$ cat src/rtl/mole_pkg.sv
// Shared definitions for the whack-a-mole round sequencer.
//   state_e   : round sequencer states
//   NO_MOLE   : mole position value meaning "nothing shown"
//   SCORE_W   : score register width
//   LIVES_W   : lives register width
//   LFSR_TAPS : feedback tap mask for the 8-bit Fibonacci LFSR (taps 8,6,5,4)
package mole_pkg;

  typedef enum logic [2:0] {
    StIdle,
    StSpawn,
    StWaitGuess,
    StCooldown,
    StOver
  } state_e;

  localparam logic [2:0]  NO_MOLE   = 3'd0;
  localparam int unsigned SCORE_W   = 8;
  localparam int unsigned LIVES_W   = 2;
  localparam logic [7:0]  LFSR_TAPS = 8'hB8;

endpackage

$ cat src/rtl/mole_lfsr.sv
// 8-bit Fibonacci LFSR used to pick mole positions.
// Ports:
//   i_clk     : clock
//   i_rst_n   : asynchronous active-low reset, loads SEED
//   i_en      : advance one step this cycle
//   i_reseed  : synchronous reload of SEED, wins over i_en
//   o_low3    : low three bits of the current LFSR value
module mole_lfsr
  import mole_pkg::*;
#(
  parameter logic [7:0] SEED = 8'hA5
) (
  input  logic       i_clk,
  input  logic       i_rst_n,
  input  logic       i_en,
  input  logic       i_reseed,
  output logic [2:0] o_low3
);

  logic [7:0] lfsr_q;
  logic [7:0] lfsr_d;
  logic       feedback;

  always_comb begin
    feedback = ^(lfsr_q & LFSR_TAPS);
    lfsr_d   = lfsr_q;
    if (i_reseed) begin
      lfsr_d = SEED;
    end else if (i_en) begin
      lfsr_d = {lfsr_q[6:0], feedback};
    end
  end

  always_ff @(posedge i_clk or negedge i_rst_n) begin
    if (!i_rst_n) begin
      lfsr_q <= SEED;
    end else begin
      lfsr_q <= lfsr_d;
    end
  end

  assign o_low3 = lfsr_q[2:0];

endmodule

$ cat src/rtl/mole_round_ctrl.sv
// Whack-a-mole round sequencer: spawns a mole from an LFSR, opens a timed guess
// window, judges the guess, emits one-cycle right/wrong pulses, tracks score and
// lives and flags game over.
// Optional macro ROUND_SPEEDUP_EN: shortens the guess window by 1/16 of
// ROUND_CYCLES per 4 points scored, down to a floor of 4/16.
// Ports:
//   i_clk, i_rst_n   : clock, asynchronous active-low reset
//   i_restart_game   : synchronous start/restart, highest priority
//   i_guess_valid    : strobe qualifying i_user_guess (1..7)
//   o_mole_position  : shown mole, 0 = none
//   o_user_right/o_user_wrong : one-cycle judgement pulses
//   o_game_over      : high in the game-over state
//   o_round_active   : high while the guess window is open
//   o_score, o_lives : saturating score, remaining lives
module mole_round_ctrl
  import mole_pkg::*;
#(
  parameter int unsigned ROUND_CYCLES    = 100000000,
  parameter int unsigned COOLDOWN_CYCLES = 100000000,
  parameter int unsigned MAX_LIVES       = 3,
  parameter logic [7:0]  LFSR_SEED       = 8'hA5
) (
  input  logic               i_clk,
  input  logic               i_rst_n,
  input  logic               i_restart_game,
  input  logic               i_guess_valid,
  input  logic [2:0]         i_user_guess,
  output logic [2:0]         o_mole_position,
  output logic               o_user_right,
  output logic               o_user_wrong,
  output logic               o_game_over,
  output logic               o_round_active,
  output logic [SCORE_W-1:0] o_score,
  output logic [LIVES_W-1:0] o_lives
);

  localparam int unsigned MaxCycles =
      (ROUND_CYCLES > COOLDOWN_CYCLES) ? ROUND_CYCLES : COOLDOWN_CYCLES;
  localparam int unsigned CntW = (MaxCycles > 1) ? $clog2(MaxCycles) : 1;
  localparam logic [CntW-1:0]    CoolReload = CntW'(COOLDOWN_CYCLES - 1);
  localparam logic [LIVES_W-1:0] LivesInit  = LIVES_W'(MAX_LIVES);

  state_e             state_q, state_d;
  logic [CntW-1:0]    cnt_q, cnt_d;
  logic [SCORE_W-1:0] score_q, score_d;
  logic [LIVES_W-1:0] lives_q, lives_d;
  logic [2:0]         mole_q, mole_d;
  logic               right_q, right_d;
  logic               wrong_q, wrong_d;
  logic [2:0]         lfsr_low3;
  logic [CntW-1:0]    round_reload;
  logic               judge;
  logic               hit;

  mole_lfsr #(
    .SEED (LFSR_SEED)
  ) u_lfsr (
    .i_clk    (i_clk),
    .i_rst_n  (i_rst_n),
    .i_en     (state_q != StIdle),
    .i_reseed (i_restart_game),
    .o_low3   (lfsr_low3)
  );

`ifdef ROUND_SPEEDUP_EN
  localparam int unsigned Step = ROUND_CYCLES >> 4;
  logic [5:0] speed_level;
  logic [3:0] speed_sat;

  always_comb begin
    speed_level  = score_q[7:2];
    speed_sat    = (speed_level > 6'd12) ? 4'd12 : speed_level[3:0];
    round_reload = CntW'(ROUND_CYCLES - 1 - Step * 32'(speed_sat));
  end
`else
  assign round_reload = CntW'(ROUND_CYCLES - 1);
`endif

  always_ff @(posedge i_clk or negedge i_rst_n) begin
    if (!i_rst_n) begin
      state_q <= StIdle;
    end else begin
      state_q <= state_d;
    end
  end

  always_comb begin
    state_d = state_q;
    cnt_d   = cnt_q;
    score_d = score_q;
    lives_d = lives_q;
    mole_d  = mole_q;
    right_d = 1'b0;
    wrong_d = 1'b0;
    // A guess in the window's last cycle is judged; the timeout is then moot.
    judge   = i_guess_valid || (cnt_q == '0);
    hit     = i_guess_valid && (i_user_guess == mole_q);

    if (i_restart_game) begin
      state_d = StSpawn;
      cnt_d   = '0;
      score_d = '0;
      lives_d = LivesInit;
      mole_d  = NO_MOLE;
    end else begin
      unique case (state_q)
        StIdle: ;
        StSpawn: begin
          mole_d  = (lfsr_low3 == NO_MOLE) ? 3'd1 : lfsr_low3;
          cnt_d   = round_reload;
          state_d = StWaitGuess;
        end
        StWaitGuess: begin
          if (judge) begin
            right_d = hit;
            wrong_d = !hit;
            if (hit) begin
              if (score_q != '1) score_d = score_q + SCORE_W'(1);
            end else if (lives_q != '0) begin
              lives_d = lives_q - LIVES_W'(1);
            end
            mole_d  = NO_MOLE;
            cnt_d   = CoolReload;
            state_d = StCooldown;
          end else begin
            cnt_d = cnt_q - CntW'(1);
          end
        end
        StCooldown: begin
          // Last life gone: leave right after the pulse cycle.
          if (lives_q == '0) begin
            state_d = StOver;
          end else if (cnt_q == '0) begin
            state_d = StSpawn;
          end else begin
            cnt_d = cnt_q - CntW'(1);
          end
        end
        StOver: ;
        default: state_d = StIdle;
      endcase
    end
  end

  always_ff @(posedge i_clk or negedge i_rst_n) begin
    if (!i_rst_n) begin
      cnt_q   <= '0;
      score_q <= '0;
      lives_q <= LivesInit;
      mole_q  <= NO_MOLE;
      right_q <= 1'b0;
      wrong_q <= 1'b0;
    end else begin
      cnt_q   <= cnt_d;
      score_q <= score_d;
      lives_q <= lives_d;
      mole_q  <= mole_d;
      right_q <= right_d;
      wrong_q <= wrong_d;
    end
  end

  always_comb begin
    o_round_active  = (state_q == StWaitGuess);
    o_game_over     = (state_q == StOver);
    o_mole_position = mole_q;
    o_user_right    = right_q;
    o_user_wrong    = wrong_q;
    o_score         = score_q;
    o_lives         = lives_q;
  end

endmodule

$ cat config.mk
export PLATFORM = sky130hd
export DESIGN_NAME = mole_round_ctrl
export DESIGN_NICKNAME = d
export VERILOG_FILES = /design/src/rtl/mole_pkg.sv /design/src/rtl/mole_lfsr.sv /design/src/rtl/mole_round_ctrl.sv
export SDC_FILE = /design/constraint.sdc
export NUM_CORES = 1
export LEC_CHECK = 0
export CAP_MARGIN = 30
export CORE_UTILIZATION = 50
export DETAILED_ROUTE_END_ITERATION = 7
export PLACE_DENSITY = 0.72
export SYNTH_ARGS = -nofsm -noshare
export SYNTH_HDL_FRONTEND = slang
export SYNTH_SLANG_ARGS = --single-unit
$ cat constraint.sdc
create_clock -name i_clk -period 3 [get_ports i_clk]
set_input_delay 0.6 -clock i_clk [delete_from_list [all_inputs] [get_ports i_clk]]
set_output_delay 0.6 -clock i_clk [all_outputs]
set_load 0.01 [all_outputs]
After elaboration in Yosys (flattened, before gate mapping)
Index checks and enable logic that the tools add are counted.
{ "op_classes": {"div_mod_pow": 0, "eq_ne": 12, "mul": 0, "magnitude_cmp": 0, "n_shift": 0, "muxes": 32, "bitwise": 0, "add_sub_neg": 3, "n_reduce_logical": 24} }
{ "op_table": {"columns": ["cell", "n"], "rows": [
  ["two-way mux 27 bit", 4],
  ["case mux 27 bit (3 select lines)", 1],
  ["two-way mux 8 bit", 7],
  ["logical NOT 27 bit", 1],
  ["subtractor 27 x 1 -> 27 bit (second input constant)", 1],
  ["two-way mux 3 bit", 7],
  ["nonzero test 2 bit", 7],
  ["case mux 3 bit (4 select lines)", 1],
  ["two-way mux 2 bit", 5],
  ["adder 8 x 1 -> 8 bit (second input constant)", 1],
  ["!= test 8 bit (second input constant)", 1],
  ["AND reduction 4 bit", 2],
  ["XOR reduction 8 bit", 1],
  ["equality test 3 x 2 -> 1 bit (second input constant)", 2],
  ["logical NOT 3 bit", 2],
  ["two-way mux 1 bit", 6],
  ["!= test 3 bit (second input constant)", 2],
  ["case mux 3 bit (2 select lines)", 1],
  ["AND reduction 3 bit", 2],
  ["nonzero test 3 bit", 2],
  ["!= test 4 bit (second input constant)", 1],
  ["nonzero test 4 bit", 1],
  ["equality test 3 x 1 -> 1 bit (second input constant)", 1],
  ["equality test 3 bit", 1],
  ["11 further kinds", 11]
]} }
{ "totals": {"in_bits": 7, "word_cells": 79, "n_memories": 0, "output_inout_bits": 17, "romBits": 0, "ram_bits": 0, "reg_bits": 53, "latchBits": 0} }

Longest topological paths before layout
Gate-level depths: netlist of the first run.
{ "depth": {"depth_word": 6, "depth_mapped": 8, "depth_no_buf": 7} }

Hierarchy
A second synthesis of the first run with hierarchy kept.
{ "unflattened": {"hier_cells": 315, "area_unflattened_um2": 2920.3} }
{ "by_module_without_submodules": {"columns": ["module", "n_inst", "seq_area_each_um2", "area_per_inst_um2", "cells_per_inst"], "rows": [
  ["mole_round_ctrl", 1, 1128.6, 2549.9, 283],
  ["mole_lfsr", 1, 205.2, 370.4, 32]
]} }

Worst setup path before layout of the first run
OpenSTA, ideal clock, no wires.
{ "synth_path": {"path_kind": "reg-to-reg", "from": "register cnt_q[0]", "to": "register score_q[2] (netlist: o_score[2])", "setup_time_ns": 0.128, "path_buffers": 1, "stages_incl_launch_ff": 9, "slack_ns": 0.607, "required_time_ns": 2.872, "t_arrival_ns": 2.265, "synth_period_minus_slack_ns": 2.393, "path_cell_list": "dfrtp_1 > inv_1 > ha_1 > or4b_1 > nor4_4 > a31oi_1 > buf_2 > nor4_2 > mux2_1"} }
{ "synth_between": {"elab_chain_cells": 4} }
{ "synth_lines": {"columns": ["item", "line", "rtl"], "rows": [
  ["from (decl)", "mole_round_ctrl.sv:44", "logic [CntW-1:0] cnt_q, cnt_d;"],
  ["from (signal assigned)", "mole_round_ctrl.sv:154", "cnt_q <= cnt_d;"],
  ["logical NOT 27 bit", "mole_round_ctrl.sv:96", "judge = i_guess_valid || (cnt_q == '0);"],
  ["logical OR 1 bit", "mole_round_ctrl.sv:96", null],
  ["nonzero test 2 bit (no source line)", null, null],
  ["AND reduction 4 bit (no source line)", null, null],
  ["to (signal assigned)", "mole_round_ctrl.sv:155", "score_q <= score_d;"],
  ["to (decl)", "mole_round_ctrl.sv:45", "logic [SCORE_W-1:0] score_q, score_d;"]
]} }
No other way between the ends.
A chain may end at the register's enable or synchronous reset.

Final worst setup path of the first run
{ "layout_path": {"from": "register cnt_q[0]", "to": "register cnt_q[15]"} }
{ "layout_between": {"elab_chain_cells": 5, "word_cells_on_any_way": 10, "classes_between": "add/sub: 1; eq/ne: 1; mux: 5; reduce/logical: 3"} }
{ "layout_lines": {"columns": ["item", "line", "rtl"], "rows": [
  ["subtractor 27 x 1 -> 27 bit or logical NOT 27 bit (tied branches)", null, null],
  ["two-way mux 27 bit or logical OR 1 bit (tied branches)", "mole_round_ctrl.sv:133, mole_round_ctrl.sv:96", null],
  ["two-way mux 27 bit, on equally long branches", "mole_round_ctrl.sv:131, mole_round_ctrl.sv:114", null],
  ["case mux 27 bit (3 select lines)", "mole_round_ctrl.sv:106", "unique case (state_q)"],
  ["two-way mux 27 bit", "mole_round_ctrl.sv:99", "if (i_restart_game) begin"]
]} }
Several ways; a longest one is shown, not always the timed one. The select of a mux whose other input is x is not followed.

==> reports/qor.txt, run 1 <==
Outcome: finished, final reports clean
Peak supply drop: 0.252 mV
Max-slew violation count: 0
Root buffer cell: clkbuf_8
Part of the cycle the worst path needs: 89.4%
CP Capture Type: flop
Crit Path Class: reg -> reg
Clk slew on worst S/H paths: 0.10 ns
Lkg Pwr: 1.49 nW
Post-CTS Setup Bufs: 0
Sum of negative setup slack: 0 ns
DIE WIDTH: 80.3 um
GP Congestion: 0.878
R2r setup slk: 0.32 ns
Count of final setup violators: 0
Global-route wire length before repair: 11.6 mm
Most area-consuming cells after synthesis: dfrtp_1, dfstp_2, o21ai_0
Htree depth: 2
Gr ovfl total: 0
Share of layout cells above drive strength 1: 10.1%
Maximum clock rate: 373 MHz
Sequential area share after synthesis: 43.5%
Wirelength, routed: 6.95 mm
EDFF count, synth: 0
Clock Sink Count: 53
Antenna diodes: 0
Die Span Y: 80.3 um
Slew @ Worst Pin: 0.941 ns
Critical path launch point type: flop
# fillers: 514
Post-Syn Area: 3070 sq um
Max-slew headroom: 37.2%
Total clock buffers created by CTS: 5
Top cells by count, synth: dfrtp_1, o21ai_0, inv_1
Main synth FF type: dfrtp_1
Die ar.: 6450 sq um
Routed vias/inst: 6.09
Async S/R FF share, synth: 100%
Yosys top cell area share: 38.3%
Clock latency on the worst-skew pair: 0.31 ns
Post-synth cell types: 56
Site row count: 28
I/O pin count: 24
Fin. Hold Viols: 0
Worst Clk Skew: 0.0131 ns
Syn. warnings: 0
Detailed Place HPWL: 4.88 mm
Post-route ant nets: 0
Vias: 2,624
Syn nets: 346
Vias in the first global route: 2,465
Core ar.: 5920 sq um
Largest net degree at the start of global routing: 32
Hold Buf Count CTS: 0
Synth-to-Final Area Change: 14.2%
RSZ-0062 raised after global routing: false
Design area: 3500 sq um
Gr usage total: 23.3%
Required time of the critical path: 3.20 ns
Total of max-cap violations: 0
Mapped Cells: 335
Critical path peak fanout: 11
Yosys reg bits: 53
Most numerous cell in the Yosys netlist: dfrtp_1
Clock Tree Buf Depth: 2
Post-CTS sizing: 0
Placed Area: 3400 sq um
Nets: 366
Worst hold path class: in -> async
Drt wl/cell: 16.1 um
Area leader, netlist: dfrtp_1
Final min period: 2.68 ns
DR iter-0 viols: 114
PortBufs: 23
Initial Util: 51.8%
Syn_area_per_cell: 9.16 sq um
Drt pass-1 iters: 4
P per Cell Area: 463 nW/um^2
CTS tree: done
Crit path DAT: 2.88 ns
Detailed-route DRC error count: 0
Initial antenna violation count: 0
layout by cell type, fill, tap and decap left out, types with 3 or more instances in the layout:
cell and n:
a211oi_1 3, a21oi_1 15, o21a_1 3, inv_1 24, buf_4 10, or3_1 10
clkdlybuf4s50_1 22, ha_1 4, nand3_1 3, a221oi_1 6, nor3_1 23, nand2_1 19
nor4_2 3, a31oi_1 4, a41o_1 8, clkbuf_8 5, or4_1 7, o21ai_0 27
a221o_1 8, xnor2_1 8, dfstp_2 6, nor2_1 23, nor2b_1 4, and3_1 8
nor4_1 9, dfrtp_1 47, nand2b_1 4
registers in the layout, indices dropped and copies added (netlist names):
name,cells
o_score,8
state_q,3
o_user_right,1
o_lives,2
o_user_wrong,1
o_mole_position,3
cnt_q,27
u_lfsr.lfsr_q,8
per-stage QoR:
| stage | util (%) | cells | total power, W | setup WS [ns] | hold slack, ns |
|---|---|---|---|---|---|
| 5_1_grt | 59.2 | 431 | 0.00171 | 0.153 | 0.295 |
| 6_report | 59.2 | 431 | 0.00162 | 0.318 | 0.266 |
| 3_3_place_gp | 57.4 | 423 | 0.00114 | 0.417 | 0.469 |
| 3_5_place_dp | 57.4 | 423 | 0.00115 | 0.351 | 0.474 |
| 2_1_floorplan | - | 335 | 0.00105 | 0.607 | 0.304 |
| 4_1_cts | 59.2 | 431 | 0.00164 | 0.331 | 0.275 |
worst max-delay path, cell delays in order (launching register included):
cell and delay [ns]:
dfrtp_1 0.42, inv_1 0.10, ha_1 0.15, or4b_1 0.48, nor4_4 0.41, a21o_1 0.39
nor2_1 0.27, a221oi_1 0.34
cell families after synthesis:
kind of cell	synth area share [%]
XOR/XNOR	2.57
flip-flops	43.5
AO/OA/AOI/OAI	21.3
buffers and inverters	5.95
AND/OR/NAND/NOR	23.3
multiplexers	1.75
adder cells (fa/ha/maj)	1.63
routing by layer:
metal	part of all wire, %	routed length, um	track usage, %	vias to the layer above
met2	49	3390	38.3	61
li1	-	-	-	1290
met1	47	3270	30.8	1269
met3	3.7	254	4.55	4
met5	0	0	0	-
met4	0.68	47	7.68	0
power by group:
| part | internal [W] | leakage, nW | total (W) | switching, W |
|---|---|---|---|---|
| combinational | 0.000122 | 0.761 | 0.000308 | 0.000185 |
| clock | 0.000248 | 0.0552 | 0.000484 | 0.000236 |
| sequential | 0.000774 | 0.678 | 0.000832 | 0.0000579 |
| total | 0.00114 | 1.49 | 0.00162 | 0.000479 |
layout make-up:
| cell class | count | area, sq um | share of cell area [%] |
|---|---|---|---|
| multi-input combinational | 237 | 1560 | 44.5 |
| clock inverter | 2 | 35.0 | 1.00 |
| tap | 75 | 93.8 | 2.68 |
| clock buffer | 6 | 72.6 | 2.07 |
| inverter | 24 | 90.1 | 2.57 |
| timing repair buffer | 34 | 320 | 9.14 |
| sequential | 53 | 1330 | 38.1 |
worst paths after layout:
path	depth (start not counted)	start	to
max reg2reg	7	cnt_q[0]$_DFFE_PN0P_	cnt_q[15]$_DFFE_PN0P_
max	7	cnt_q[0]$_DFFE_PN0P_	cnt_q[15]$_DFFE_PN0P_
max in group asynchronous	2	i_rst_n	u_lfsr.lfsr_q[0]$_DFFE_PN1P_
min	1	i_rst_n	o_score[6]$_DFFE_PN0P_
min reg2reg	2	u_lfsr.lfsr_q[6]$_DFFE_PN0P_	u_lfsr.lfsr_q[6]$_DFFE_PN0P_
min in group i_clk	2	u_lfsr.lfsr_q[6]$_DFFE_PN0P_	u_lfsr.lfsr_q[6]$_DFFE_PN0P_
Power figures use the tool's default switching activity.
==> run 2, diff against run 1 <==
CELL_PAD_IN_SITES_DETAIL_PLACEMENT = 1   (was default)
CELL_PAD_IN_SITES_GLOBAL_PLACEMENT = 1   (was default)
CORE_UTILIZATION = 45   (was 50)
PLACE_DENSITY = 0.82   (was 0.72)
SKIP_LAST_GASP = 1   (was default)
==> reports/qor.txt, run 2 (synthesized netlist as in run 1, its figures left out) <==
Outcome: complete, but fails checks
Failing checks: DRC
Commonest cells after routing, fill and taps aside: dfrtp_1, o21ai_0, inv_1
Initial antenna violation count: 0 (unchanged)
Critical path launch point type: flop
Drt pass-1 iters: 6 (+2)
Site row count: 29 (+3.6%)
GP Congestion: 0.801 (-8.7%)
Nets: 363 (-0.82%)
Global-route wire length before repair: 13.9 mm (+20%)
RSZ-0062 raised after global routing: false
Crit path DAT: 2.06 ns (-0.82 ns)
Clock latency on the worst-skew pair: 0.31 ns (about the same)
Crit Path Class: reg -> out
R2R cell count: 8 (+1)
Initial Util: 47.5% (-4.3 points)
Largest net degree at the start of global routing: 54 (+69%)
Wirelength, routed: 7.79 mm (+12%)
Largest Register: cnt_q
Total of max-cap violations: 0 (unchanged)
Root buffer cell: clkbuf_8
Core ar.: 6460 sq um (+9.1%)
Max-slew headroom: 37.1% (-0.12 points)
Total clock buffers created by CTS: 5 (unchanged)
Clock Sink Count: 53 (unchanged)
Post-route setup slack: 0.344 ns (+0.0255 ns)
Vias: 2,690 (+2.5%)
PortBufs: 23 (unchanged)
CTS tree: done
Max reg flops: 27 (unchanged)
Drt wl/cell: 18.1 um (+12%)
Vias in the first global route: 2,812 (+14%)
Worst hold path class: in -> async
Maximum clock rate: 376 MHz (+0.96%)
Part of the cycle the worst path needs: 88.5% (-0.85 points)
Peak supply drop: 0.277 mV (+9.7%)
Commonest non-fill, non-tap cell in the layout: dfrtp_1
Fin. Hold Viols: 0 (unchanged)
Clk slew on worst S/H paths: 0.10 ns (about the same)
Worst R2R End: cnt_q[26]$_DFFE_PN0P_
Detailed-route DRC error count: 2 (+2)
CP Capture Type: output pin
Final min period: 2.66 ns (-0.0255 ns)
Gr ovfl total: 0 (unchanged)
Lkg Pwr: 1.46 nW (-2.0%)
Count of final setup violators: 0 (unchanged)
Die ar.: 7150 sq um (+11%)
DR iter-0 viols: 120 (+5.3%)
Htree depth: 2 (unchanged)
Clock Tree Buf Depth: 2 (unchanged)
Gr usage total: 24.2% (+0.91 points)
Post-route ant nets: 0 (unchanged)
Routed vias/inst: 6.26 (+2.8%)
Sum of negative setup slack: 0 ns (unchanged)
DIE WIDTH: 84.6 um (+5.3%)
Share of layout cells above drive strength 1: 9.92% (-0.20 points)
Antenna diodes: 0 (unchanged)
P per Cell Area: 452 nW/um^2 (-2.4%)
Max-slew violation count: 0 (unchanged)
Post-CTS Setup Bufs: 0 (unchanged)
I/O pin count: 24 (unchanged)
Tot Pwr: 0.00156 W (-3.9%)
Slew @ Worst Pin: 0.943 ns (+0.00175 ns)
Required time of the critical path: 2.40 ns (-0.80 ns)
Synth-to-Final Area Change: 12.4%
R2r setup slk: 0.37 ns (+0.05 ns)
Worst Clk Skew: 0.00825 ns (-0.00489 ns)
Critical path peak fanout: 8 (-3)
Post-CTS sizing: 0 (unchanged)
Hold Buf Count CTS: 0 (unchanged)
Post-place setup slack: 0.362 ns (+0.0105 ns)
Placed cell count: 422 (-0.24%)
Worst r2r src: cnt_q[0]$_DFFE_PN0P_
Detailed Place HPWL: 5.41 mm (+11%)
Final Non-Filler Cells: 430 (-0.23%)
Die Span Y: 84.6 um (+5.3%)
==> run 2: worst max-delay path, cell delays in order, from the launching register on <==
cell and delay (ns):
dfrtp_1 0.48, nor2b_1 0.31, nand2b_1 0.22, inv_1 0.18, clkdlybuf4s50_1 0.56
==> run 2: how the worst max path moves through the flow <==
stage,depth (start not counted),from,endpoint,slack [ns]
after global placement,7,cnt_q[0]$_DFFE_PN0P_,o_score[0]$_DFFE_PN0P_,0.47
after detailed placement,8,cnt_q[0]$_DFFE_PN0P_,cnt_q[14]$_DFFE_PN0P_,0.36
final,4,state_q[1]$_DFFE_PN0P_,o_round_active,0.34
after CTS,4,state_q[1]$_DFFE_PN0P_,o_round_active,0.32
after floorplan,8,cnt_q[0]$_DFFE_PN0P_,o_score[2]$_DFFE_PN0P_,0.61
after global routing,8,cnt_q[0]$_DFFE_PN0P_,cnt_q[20]$_DFFE_PN0P_,0.15
==> run 2: layer usage <==
| metal | up-vias | GRT usage (%) | wire length [um] |
|---|---|---|---|
| met2 | 36 | 41.1 | 3820 |
| met4 | 0 | 5.39 | 72 |
| met5 | - | 0 | 0 |
| met3 | 7 | 3.24 | 251 |
| met1 | 1367 | 33.2 | 3650 |
| li1 | 1280 | - | - |
==> run 2: area by class of cell <==
| type | instances | area, sq um |
|---|---|---|
| Fill cell | 762 | 3010 |
| Multi-Input combinational cell | 237 | 1560 |
| Clock inverter | 3 | 21.3 |
| Sequential cell | 53 | 1330 |
| Timing Repair Buffer | 31 | 280 |
| Clock buffer | 5 | 68.8 |
| Tap cell | 77 | 96.3 |
| Inverter | 24 | 90.1 |
==> run 2: power breakdown <==
group / switching (W) / total [W] / internal (W)
logic: 0.000190 / 0.000307 / 0.000117
registers: 0.0000607 / 0.000835 / 0.000774
clock network: 0.000252 / 0.000418 / 0.000166
==> run 2: per-stage QoR <==
step | hold slack (ns) | util [%] | instance area, sq um
CTS | 0.437 | 53.4 | 3450
global placement | 0.472 | 51.9 | 3350
finish | 0.403 | 53.4 | 3450
floorplan | 0.304 | - | 3070
global route | 0.484 | 53.4 | 3450
detailed placement | 0.488 | 52.0 | 3360
==> run 3, diff against run 2 <==
GPL_ROUTABILITY_DRIVEN = 0   (was default)
==> results of run 3 <==
Final layout, timing and power as in run 2 (identical DEF).
